File: src/rtl/pulse_period_meter.sv
// Pulse period meter: counts clk cycles between consecutive rising edges of pulse_in.
// Optional 2-flop input synchroniser enabled by defining PULSE_METER_SYNC_EN.
module pulse_period_meter #(
    parameter int WIDTH = 16
) (
    input  logic             clk,
    input  logic             rst,
    input  logic             pulse_in,
    input  logic             start,
    input  logic             stop,
    input  logic             continuous,
    output logic             busy,
    output logic [WIDTH-1:0] period,
    output logic             valid,
    output logic             overflow
);
    // state     | meaning
    // S_IDLE    | waiting for start
    // S_ARM     | waiting for the first rising edge of a measurement
    // S_MEASURE | counting cycles since the last rising edge
    typedef enum logic [1:0] {
        S_IDLE    = 2'd0,
        S_ARM     = 2'd1,
        S_MEASURE = 2'd2
    } state_t;

    localparam logic [WIDTH-1:0] CNT_MAX = '1;
    localparam logic [WIDTH-1:0] CNT_ONE = WIDTH'(1);

    state_t           state_q, state_d;
    logic [WIDTH-1:0] count_q, count_d;
    logic [WIDTH-1:0] period_q, period_d;
    logic             overflow_q, overflow_d;
    logic             valid_q, valid_d;
    logic             prev_q, prev_d;
    logic             p;
    logic             rise;

`ifdef PULSE_METER_SYNC_EN
    logic sync1_q, sync2_q;

    always_ff @(posedge clk) begin
        if (rst) begin
            sync1_q <= 1'b0;
            sync2_q <= 1'b0;
        end else begin
            sync1_q <= pulse_in;
            sync2_q <= sync1_q;
        end
    end

    assign p = sync2_q;
`else
    assign p = pulse_in;
`endif

    assign prev_d = p;
    assign rise   = p & ~prev_q;

    always_comb begin
        state_d    = state_q;
        count_d    = count_q;
        period_d   = period_q;
        overflow_d = overflow_q;
        valid_d    = 1'b0;
        unique case (state_q)
            S_IDLE: begin
                if (start && !stop) state_d = S_ARM;
            end
            S_ARM: begin
                if (stop) begin
                    state_d = S_IDLE;
                    count_d = '0;
                end else if (rise) begin
                    count_d = CNT_ONE;
                    state_d = S_MEASURE;
                end
            end
            S_MEASURE: begin
                if (stop) begin
                    // abort wins over a coincident edge: no result is published
                    state_d = S_IDLE;
                    count_d = '0;
                end else if (rise) begin
                    period_d   = count_q;
                    overflow_d = 1'b0;
                    valid_d    = 1'b1;
                    count_d    = CNT_ONE;
                    if (!continuous) state_d = S_IDLE;
                end else if (count_q == CNT_MAX) begin
                    // saturate and re-arm so the next edge restarts timing cleanly
                    period_d   = CNT_MAX;
                    overflow_d = 1'b1;
                    valid_d    = 1'b1;
                    state_d    = S_ARM;
                end else begin
                    count_d = count_q + CNT_ONE;
                end
            end
            default: begin
                state_d = S_IDLE;
                count_d = '0;
            end
        endcase
    end

    always_ff @(posedge clk) begin
        if (rst) begin
            state_q    <= S_IDLE;
            count_q    <= '0;
            period_q   <= '0;
            overflow_q <= 1'b0;
            valid_q    <= 1'b0;
            prev_q     <= 1'b0;
        end else begin
            state_q    <= state_d;
            count_q    <= count_d;
            period_q   <= period_d;
            overflow_q <= overflow_d;
            valid_q    <= valid_d;
            prev_q     <= prev_d;
        end
    end

    assign busy     = (state_q == S_ARM) || (state_q == S_MEASURE);
    assign period   = period_q;
    assign valid    = valid_q;
    assign overflow = overflow_q;

endmodule

File: config.mk
export PLATFORM = sky130hd
export DESIGN_NAME = pulse_period_meter
export DESIGN_NICKNAME = d
export VERILOG_FILES = /design/src/rtl/pulse_period_meter.sv
export SDC_FILE = /design/constraint.sdc
export NUM_CORES = 1
export LEC_CHECK = 0
export BUFFER_PORTS_ARGS = -buffer_cell sky130_fd_sc_hd__buf_2
export CORE_MARGIN = 1.5
export CORE_UTILIZATION = 60
export CTS_BUF_LIST = sky130_fd_sc_hd__clkbuf_16
export CTS_CLUSTER_SIZE = 20
export DETAILED_ROUTE_END_ITERATION = 10
export PLACE_DENSITY = 0.89
export REMOVE_ABC_BUFFERS = 1
export SYNTH_ARGS = -nofsm -noshare
export SYNTH_HDL_FRONTEND = slang
export SYNTH_SLANG_ARGS = --single-unit
File: constraint.sdc
create_clock -name clk -period 5.1 [get_ports clk]
set_clock_uncertainty 0.05 [all_clocks]
set_input_delay 0.765 -clock clk [delete_from_list [all_inputs] [get_ports clk]]
set_output_delay 0.765 -clock clk [all_outputs]
set_load 0.1 [all_outputs]
# --- Yosys cells after proc, flatten, opt, wreduce, memory -nomap -nowiden ---
# Cells that the tools add are included.
totals:
  register_bits: 37
  in_bits: 6
  out_inout_bits: 19
  word_cells: 49
classes:
  addsub: 1
  n_eq_ne: 8
  mux: 20
  n_bitwise: 5
  reduce_logical: 9
ops:
  columns: ["operator", "n"]
  rows:
  - ["two-way mux 16 bit", 7]
  - ["case mux 16 bit (3 select lines)", 1]
  - ["adder 16 x 1 -> 16 bit, second input constant", 1]
  - ["equality test 16 bit, second input constant", 1]
  - ["two-way mux 2 bit", 7]
  - ["inequality test 4 bit, second input constant", 3]
  - ["case mux 2 bit (3 select lines)", 1]
  - ["AND reduction 3 bit", 2]
  - ["two-way mux 1 bit", 4]
  - ["inverter 1 bit", 4]
  - ["AND reduction 4 bit", 1]
  - ["inequality test 3 bit, second input constant", 1]
  - ["OR reduction 3 bit", 1]
  - ["equality test 2 x 1 -> 1 bit, second input constant", 1]
  - ["equality test 2 bit, second input constant", 1]
  - ["zero test 2 bit", 1]
  - ["inequality test 2 bit, second input constant", 1]
  - ["nonzero test 2 bit", 1]
  - ["AND 1 bit", 1]
  - ["logical AND 1 bit", 1]
  - ["zero test 1 bit", 1]
  - ["logical OR 1 bit", 1]

# --- Logic depth before layout (Yosys ltp) ---
# Gate-level depths: netlist of the first run.
depth:
  depth_word: 5
  depth_mapped: 8
  mapped_depth_nobuf: 7

# --- Worst setup path after synthesis of the first run ---
# OpenSTA, ideal clock, no wires.
synth_path:
  kind: "reg-to-reg"
  startpoint: "register state_q[0]"
  endpoint: "register count_q[13]"
  arrival_ps: 2442
  required_time_ps: 4988
  slack_ps: 2546
  stages_incl_launch_ff: 7
  path_buffers: 0
  synth_period_minus_slack_ps: 2554
  cell_sequence: "dfxtp_1 > inv_1 > ha_1 > nor4b_1 > nand3_1 > or3_1 > nand3_1"
synth_between:
  elab_chain_cells: 3
  elab_cells_between_ends: 8
synth_rtl:
  columns: ["item", "line_no", "source"]
  rows:
  - ["from (decl)", "30", "state_t state_q, state_d;"]
  - ["from (signal assigned)", "116", "state_q <= state_d;"]
  - ["equality test 2 bit (tied with other cells)", "66", "unique case (state_q)"]
  - ["inequality test 4 bit (no line) (tied with other cells)", null, null]
  - ["AND reduction 3 bit (no line)", null, null]
  - ["to (signal assigned)", "117", "count_q <= count_d;"]
  - ["to (decl)", "31", "logic [WIDTH-1:0] count_q, count_d;"]
# Parallel ways exist; a longest one is shown, timed or not.
# A chain may end at the register's enable or synchronous reset.

# --- Final worst setup path of the first run ---
layout_path:
  startpoint: "register count_q[0]"
  endpoint: "register count_q[0]"
layout_between:
  elab_chain_cells: 5
  elab_cells_between_ends: 8
layout_rtl:
  columns: ["item", "line_no", "source"]
  rows:
  - ["adder 16 x 1 -> 16 bit", "97", "count_d = count_q + CNT_ONE;"]
  - ["two-way mux 16 bit", "90", "end else if (count_q == CNT_MAX) begin"]
  - ["two-way mux 16 bit", "84", "end else if (rise) begin"]
  - ["two-way mux 16 bit", "80", "if (stop) begin"]
  - ["case mux 16 bit (3 select lines)", "66", null]
# Parallel ways exist; a longest one is shown, timed or not. The select of a mux whose other input is x is not followed.

==> results of run 1 <==
==> layout make-up <==
cell class                      count  area share (%)
Sequential cell                    37           35.68
Tap cell                           31           1.869
Clock buffer                        5           6.028
Clock inverter                      3           1.808
Multi-Input combinational cell    169           46.47
Inverter                            7           1.266
Timing Repair Buffer               27           6.872
==> kinds of logic after synthesis <==
| logic type | after synthesis | synth area share (%) |
|---|---|---|
| buf+inv | 17 | 4.096 |
| fa+ha+maj | 5 | 3.531 |
| simple gates | 112 | 32.35 |
| compound gates | 52 | 18.22 |
| flops | 37 | 41.81 |
==> power by group <==
part	internal, mW	switching, mW
clock	0.227	0.110
combinational	0.0206	0.0549
sequential	0.292	0.00321
==> state kept, by name (all words and copies together) (netlist names) <==
name	flops
count_q	16
overflow	1
period	16
prev_q	1
state_q	2
valid	1
==> layer usage <==
metal,GRT usage (%),share of wire [%],up-vias,routed length (um)
met4,9.302,0.87,0,36
met3,8.617,8.7,6,360
met1,34.67,42,801,1749
li1,-,-,858,-
met5,0,0,-,0
met2,45.13,48,91,1972
==> cells in the final DEF, fill, tap and decap left out, types with 4 or more instances in the layout <==
cell,count
a21oi_1,11
a31oi_1,16
buf_2,24
clkbuf_16,5
dfxtp_1,37
ha_1,5
inv_1,8
nand2_1,44
nand2b_1,4
nand3_1,14
nand4_1,9
nor2_1,8
nor2b_1,10
o21ai_0,4
o21ai_1,9
or3_1,7
==> critical path: stages (launching register included) <==
cell and delay (ns):
dfxtp_1 0.42, ha_1 0.26, nand3_2 0.15, or4_4 0.59
or3_1 0.62, nand4_1 0.21, a21oi_1 0.07
==> worst paths after layout <==
| path | slack [ns] | cells after the start | to |
|---|---|---|---|
| min reg2reg | 0.42 | 2 | period[6]$_SDFFE_PP0P_ |
| min | 0.42 | 2 | period[6]$_SDFFE_PP0P_ |
| max | 2.58 | 6 | count_q[0]$_SDFFE_PP0P_ |
| max reg2reg | 2.58 | 6 | count_q[0]$_SDFFE_PP0P_ |
==> metrics by stage <==
stage          setup slack [ns]  hold WS, ns  instances
6_report                  2.580       0.4188        279
5_1_grt                   2.436       0.4451        279
4_1_cts                   2.590       0.4258        279
3_5_place_dp              2.558       0.4167        271
3_3_place_gp              2.581       0.4128        271
2_1_floorplan             1.711       0.4087        213
==> metrics.md, run 1 <==
| Metric | Value |
|---|---|
| Synth Instances | `223` |
| Fill cells | `224` |
| Final nets | `258` |
| GRT Util Overall | `27.65%` |
| Seq. cell area | `740.7 um2` |
| Outcome | `complete, no violations` |
| Placer Congestion | `0.8982` |
| First-pass GRT wire length | `6989 um` |
| Initial drt markers | `64` |
| Period Utilization, post-route | `49.41%` |
| Core Region | `0.002781 mm2` |
| CTS H-tree lvls | `2` |
| Worst min path class | `reg2reg` |
| Slew margin rel. | `45.66%` |
| Wirelength per Cell | `14.76 um` |
| Post-layout util | `74.63%` |
| Initial Utilization | `63.70%` |
| Maxcap violations | `0` |
| Final HPWL DP | `2635 um` |
| Total Power | `708.0 uW` |
| Count leader, synth | `nand2_1` |
| I/O Buffers | `24` |
| Area leader, netlist | `dfxtp_1` |
| Design area | `0.002076 mm2` |
| Final Max Slew Viols | `0` |
| Top cells by area, synth | `dfxtp_1 42%, nand2_1 9.3%, a31oi_1 5.6%` |
| Worst-case clock buffer depth | `2` |
| Synth warn | `0` |
| Clk_lat worst skew | `0.28 ns` |
| CP startpoint | `count_q[0]$_SDFFE_PP0P_` |
| Finish-stage setup viols | `0` |
| Clk slew on worst S/H paths | `0.05 ns` |
| TritonCTS Buffers | `5` |
| CTS Hold Bufs | `0` |
| Reg2reg start | `count_q[0]$_SDFFE_PP0P_` |
| CP Launch Type | `register` |
| Area Overhead vs Synth | `17.16%` |
| Total wire length | `4119 um` |
| Post-synth EDFFs | `0` |
| CTS tree | `yes` |
| CP max FO | `17` |
| Fmax | `396.9 MHz` |
| Post-CTS sizing | `0` |
| Vias in the first global route | `1567` |
| Peak VDD IR | `0.3779 mV` |
| Critical path arrival | `2.61 ns` |
| Netlist cell types | `37` |
| Final global-route overflow total | `0` |
| Final hold vios | `0` |
| Asr flop ratio synth | `0%` |
| Leakage power | `0.7517 nW` |
| RSZ-0062 raised after global routing | `false` |
| Multi-input logic area | `964.7 um2` |
| TNS Setup | `0 ns` |
| FP Rows | `19` |
| Top cells by count, synth | `44 x nand2_1, 37 x dfxtp_1, 16 x a31oi_1, 14 x nand3_1, 11 x a21oi_1` |
| Horiz. Die Dim | `57.34 um` |
| WP data required | `5.19 ns` |
| IO Count | `25` |
| Die Y | `57.34 um` |
| Clk sinks | `37` |
| Area share of the largest cell type after synthesis | `41.81%` |
| Synth Register Bits | `37` |
| Post-synth top flop | `dfxtp_1` |
| Vias | `1756` |
| Largest net degree at the start of global routing | `34` |
| Placed cell area | `0.001913 mm2` |
| Worst Tran Pin Value | `0.8151 ns` |
| Post-CTS setup buffers | `0` |
| Pwr dens | `341.1 mW/mm2` |
| Synthesized area per cell | `7.945 um2` |
| Antenna Violating Nets Remaining | `0` |
| Number of diodes | `0` |
| Root Buffer | `clkbuf_16` |
| Cell area after synthesis | `0.001772 mm2` |
| Layout cells sized above 1 | `15.32%` |
| Minimum clock period | `2.520 ns` |
| Number of antenna violations at the first check in global routing | `0` |
| Worst Min Path Start | `period[6]$_SDFFE_PP0P_` |
| CP Capture Type | `register` |
| Seq/Total Area, Yosys | `41.81%` |
| Number of vias per cell | `6.294` |
| Drt pass-1 iters | `5` |
| WS Path Type | `reg2reg` |
| DIE AREA | `0.003288 mm2` |
| Residual DRC | `0` |
Note: power is estimated with default switching activity, not from simulation.
==> run 2: changes to the inputs <==
--- a/config.mk
+++ b/config.mk
@@ -7,11 +7,11 @@
 export LEC_CHECK = 0
 export BUFFER_PORTS_ARGS = -buffer_cell sky130_fd_sc_hd__buf_2
 export CORE_MARGIN = 1.5
-export CORE_UTILIZATION = 60
+export CORE_UTILIZATION = 56
 export CTS_BUF_LIST = sky130_fd_sc_hd__clkbuf_16
 export CTS_CLUSTER_SIZE = 20
 export DETAILED_ROUTE_END_ITERATION = 10
-export PLACE_DENSITY = 0.89
+export PLACE_DENSITY = 0.84
 export REMOVE_ABC_BUFFERS = 1
 export SYNTH_ARGS = -nofsm -noshare
 export SYNTH_HDL_FRONTEND = slang
==> constraint.sdc (replaced) <==
create_clock -name clk -period 2.39 [get_ports clk]
set_clock_uncertainty 0.05 [all_clocks]
set_input_delay 0.3585 -clock clk [delete_from_list [all_inputs] [get_ports clk]]
set_output_delay 0.3585 -clock clk [all_outputs]
set_load 0.1 [all_outputs]
==> run 2 against run 1 <==
Net effect: sequential cell count did not move; final cell count rose by 6.1%; die area rose by 6.8%; non-clock buffer count rose by 5; wire length rose by 0.15%; setup slack got worse by 2.4 ns; first-iteration DRC count rose by 63%; largest cell class unchanged; hold slack got worse by 0.13 ns; cell area rose by 1.4%; via count fell by 1.5%.
==> metrics.md, run 2 (same netlist as run 1, synthesis figures left out) <==
| Metric | Value |
|---|---|
| Outcome | `complete, no violations` |
| Met3 Track Usage GR | `6.550%` |
| Horiz. Die Dim | `59.25 um` |
| Post-CTS setup buffers | `0` |
| Clk slew on worst S/H paths | `0.05 ns` |
| Finish-stage setup viols | `0` |
| Post-CTS sizing | `0` |
| DIE AREA | `0.003510 mm2` |
| Final HPWL DP | `2793 um` |
| Peak VDD IR | `0.4202 mV` |
| M2 GR Usage | `41.44%` |
| Total wire length | `4125 um` |
| Placed cell area | `0.001967 mm2` |
| Worst Tran Pin Value | `0.4954 ns` |
| Period Utilization, post-route | `92.45%` |
| First-pass GRT wire length | `6844 um` |
| CTS H-tree lvls | `2` |
| Minimum clock period | `2.210 ns` |
| Most common cell after layout, fill and taps aside | `nand2_1` |
| WP data required | `2.54 ns` |
| Fmax | `452.6 MHz` |
| Placed cells | `289` |
| Clk_lat worst skew | `0.28 ns` |
| I/O Buffers | `24` |
| Design area | `0.002105 mm2` |
| Vias in the first global route | `1482` |
| Final nets | `263` |
| Met1 Track Usage GR | `34.15%` |
| Most frequent cells in the layout | `44 x nand2_1, 37 x dfxtp_1, 24 x buf_2` |
| Drt pass-1 iters | `4` |
| Pwr dens | `662.7 mW/mm2` |
| CTS Hold Bufs | `0` |
| DP Worst Slack | `0.2026 ns` |
| Initial Utilization | `58.51%` |
| CP Capture Type | `register` |
| CP Launch Type | `register` |
| Layout cells sized above 1 | `17.06%` |
| Worst min path class | `in2reg` |
| Die Y | `59.25 um` |
| RSZ-0062 raised after global routing | `false` |
| GRT Util Overall | `25.95%` |
| Global routing's busiest layer | `met2` |
| Vias | `1729` |
| Final hold vios | `0` |
| FP Rows | `20` |
| Worst setup margin | `0.1804 ns` |
| Antenna Violating Nets Remaining | `0` |
| Residual DRC | `0` |
| Initial drt markers | `104` |
| Root Buffer | `clkbuf_16` |
| Final non-filler cell total | `296` |
| IO Count | `25` |
| Leakage power | `0.7617 nW` |
| Slew margin rel. | `67.20%` |
| Final global-route overflow total | `0` |
| CTS tree | `yes` |
| Clk sinks | `37` |
| Largest net degree at the start of global routing | `29` |
| Number of diodes | `0` |
| Critical path arrival | `2.36 ns` |
| WS Path Type | `reg2reg` |
| Maxcap violations | `0` |
| Area Overhead vs Synth | `18.79%` |
| Placer Congestion | `0.9007` |
| CP max FO | `8` |
| Worst-case clock buffer depth | `2` |
| Number of antenna violations at the first check in global routing | `0` |
| Final Max Slew Viols | `0` |
| TritonCTS Buffers | `5` |
| Number of vias per cell | `5.841` |
| Wirelength per Cell | `13.94 um` |
| Core Region | `0.003028 mm2` |
==> run 2: changes by cell type in the layout (fill, tap and decap cells not counted) <==
cell       change
nand3_2        +1
nand3_1        -1
bufinv_16      -1
buf_4          +5
==> run 2: path summary, 6_finish.rpt <==
path | from | end | slack, ns | cells past startpoint
worst max-delay path | count_q[0]$_SDFFE_PP0P_ | period[13]$_SDFFE_PP0P_ | 0.18 | 6
worst min register to register | period[1]$_SDFFE_PP0P_ | period[1]$_SDFFE_PP0P_ | 0.42 | 2
worst min-delay path | pulse_in | prev_q$_SDFF_PP0_ | 0.29 | 2
worst max register to register | count_q[0]$_SDFFE_PP0P_ | period[13]$_SDFFE_PP0P_ | 0.18 | 6
==> run 2: power breakdown <==
part	total, mW	leakage (nW)	switching [mW]	internal (mW)
Sequential	0.630	0.298	0.00621	0.624
Combinational	0.161	0.395	0.116	0.0454
Clock	0.603	0.0685	0.231	0.372
Total	1.39	0.762	0.353	1.04
==> run 2: stage by stage <==
stage	setup TNS [ns]	hold slack, ns	power [mW]	util, %
after floorplan	-22.59	0.3776	0.7618	-
after global placement	0	0.4107	0.7992	64.96
after detailed placement	0	0.4177	0.8010	64.96
after CTS	0	0.2953	1.394	69.34
after global routing	0	0.3124	1.456	69.50
final	0	0.2864	1.395	69.50
==> run 2: metal layers <==
metal	up-vias	share of wire (%)
met4	0	1.2
met1	790	45
met2	64	48
met3	6	6.2
met5	-	0
li1	869	-
==> run 2: layout make-up <==
class / count / area (um2)
Clock buffer: 5 / 125.1
Tap cell: 44 / 55.05
Clock inverter: 2 / 7.507
Multi-Input combinational cell: 169 / 969.7
Sequential cell: 37 / 740.7
Inverter: 7 / 26.28
Fill cell: 276 / 923.4
Timing Repair Buffer: 32 / 180.2
==> run 2: worst max-delay path, stage by stage (launching register included) <==
cell and delay (ns):
dfxtp_1 0.40, ha_1 0.26, nand3_2 0.13, or4_4 0.58, or3_1 0.37, buf_4 0.19, a31oi_1 0.15
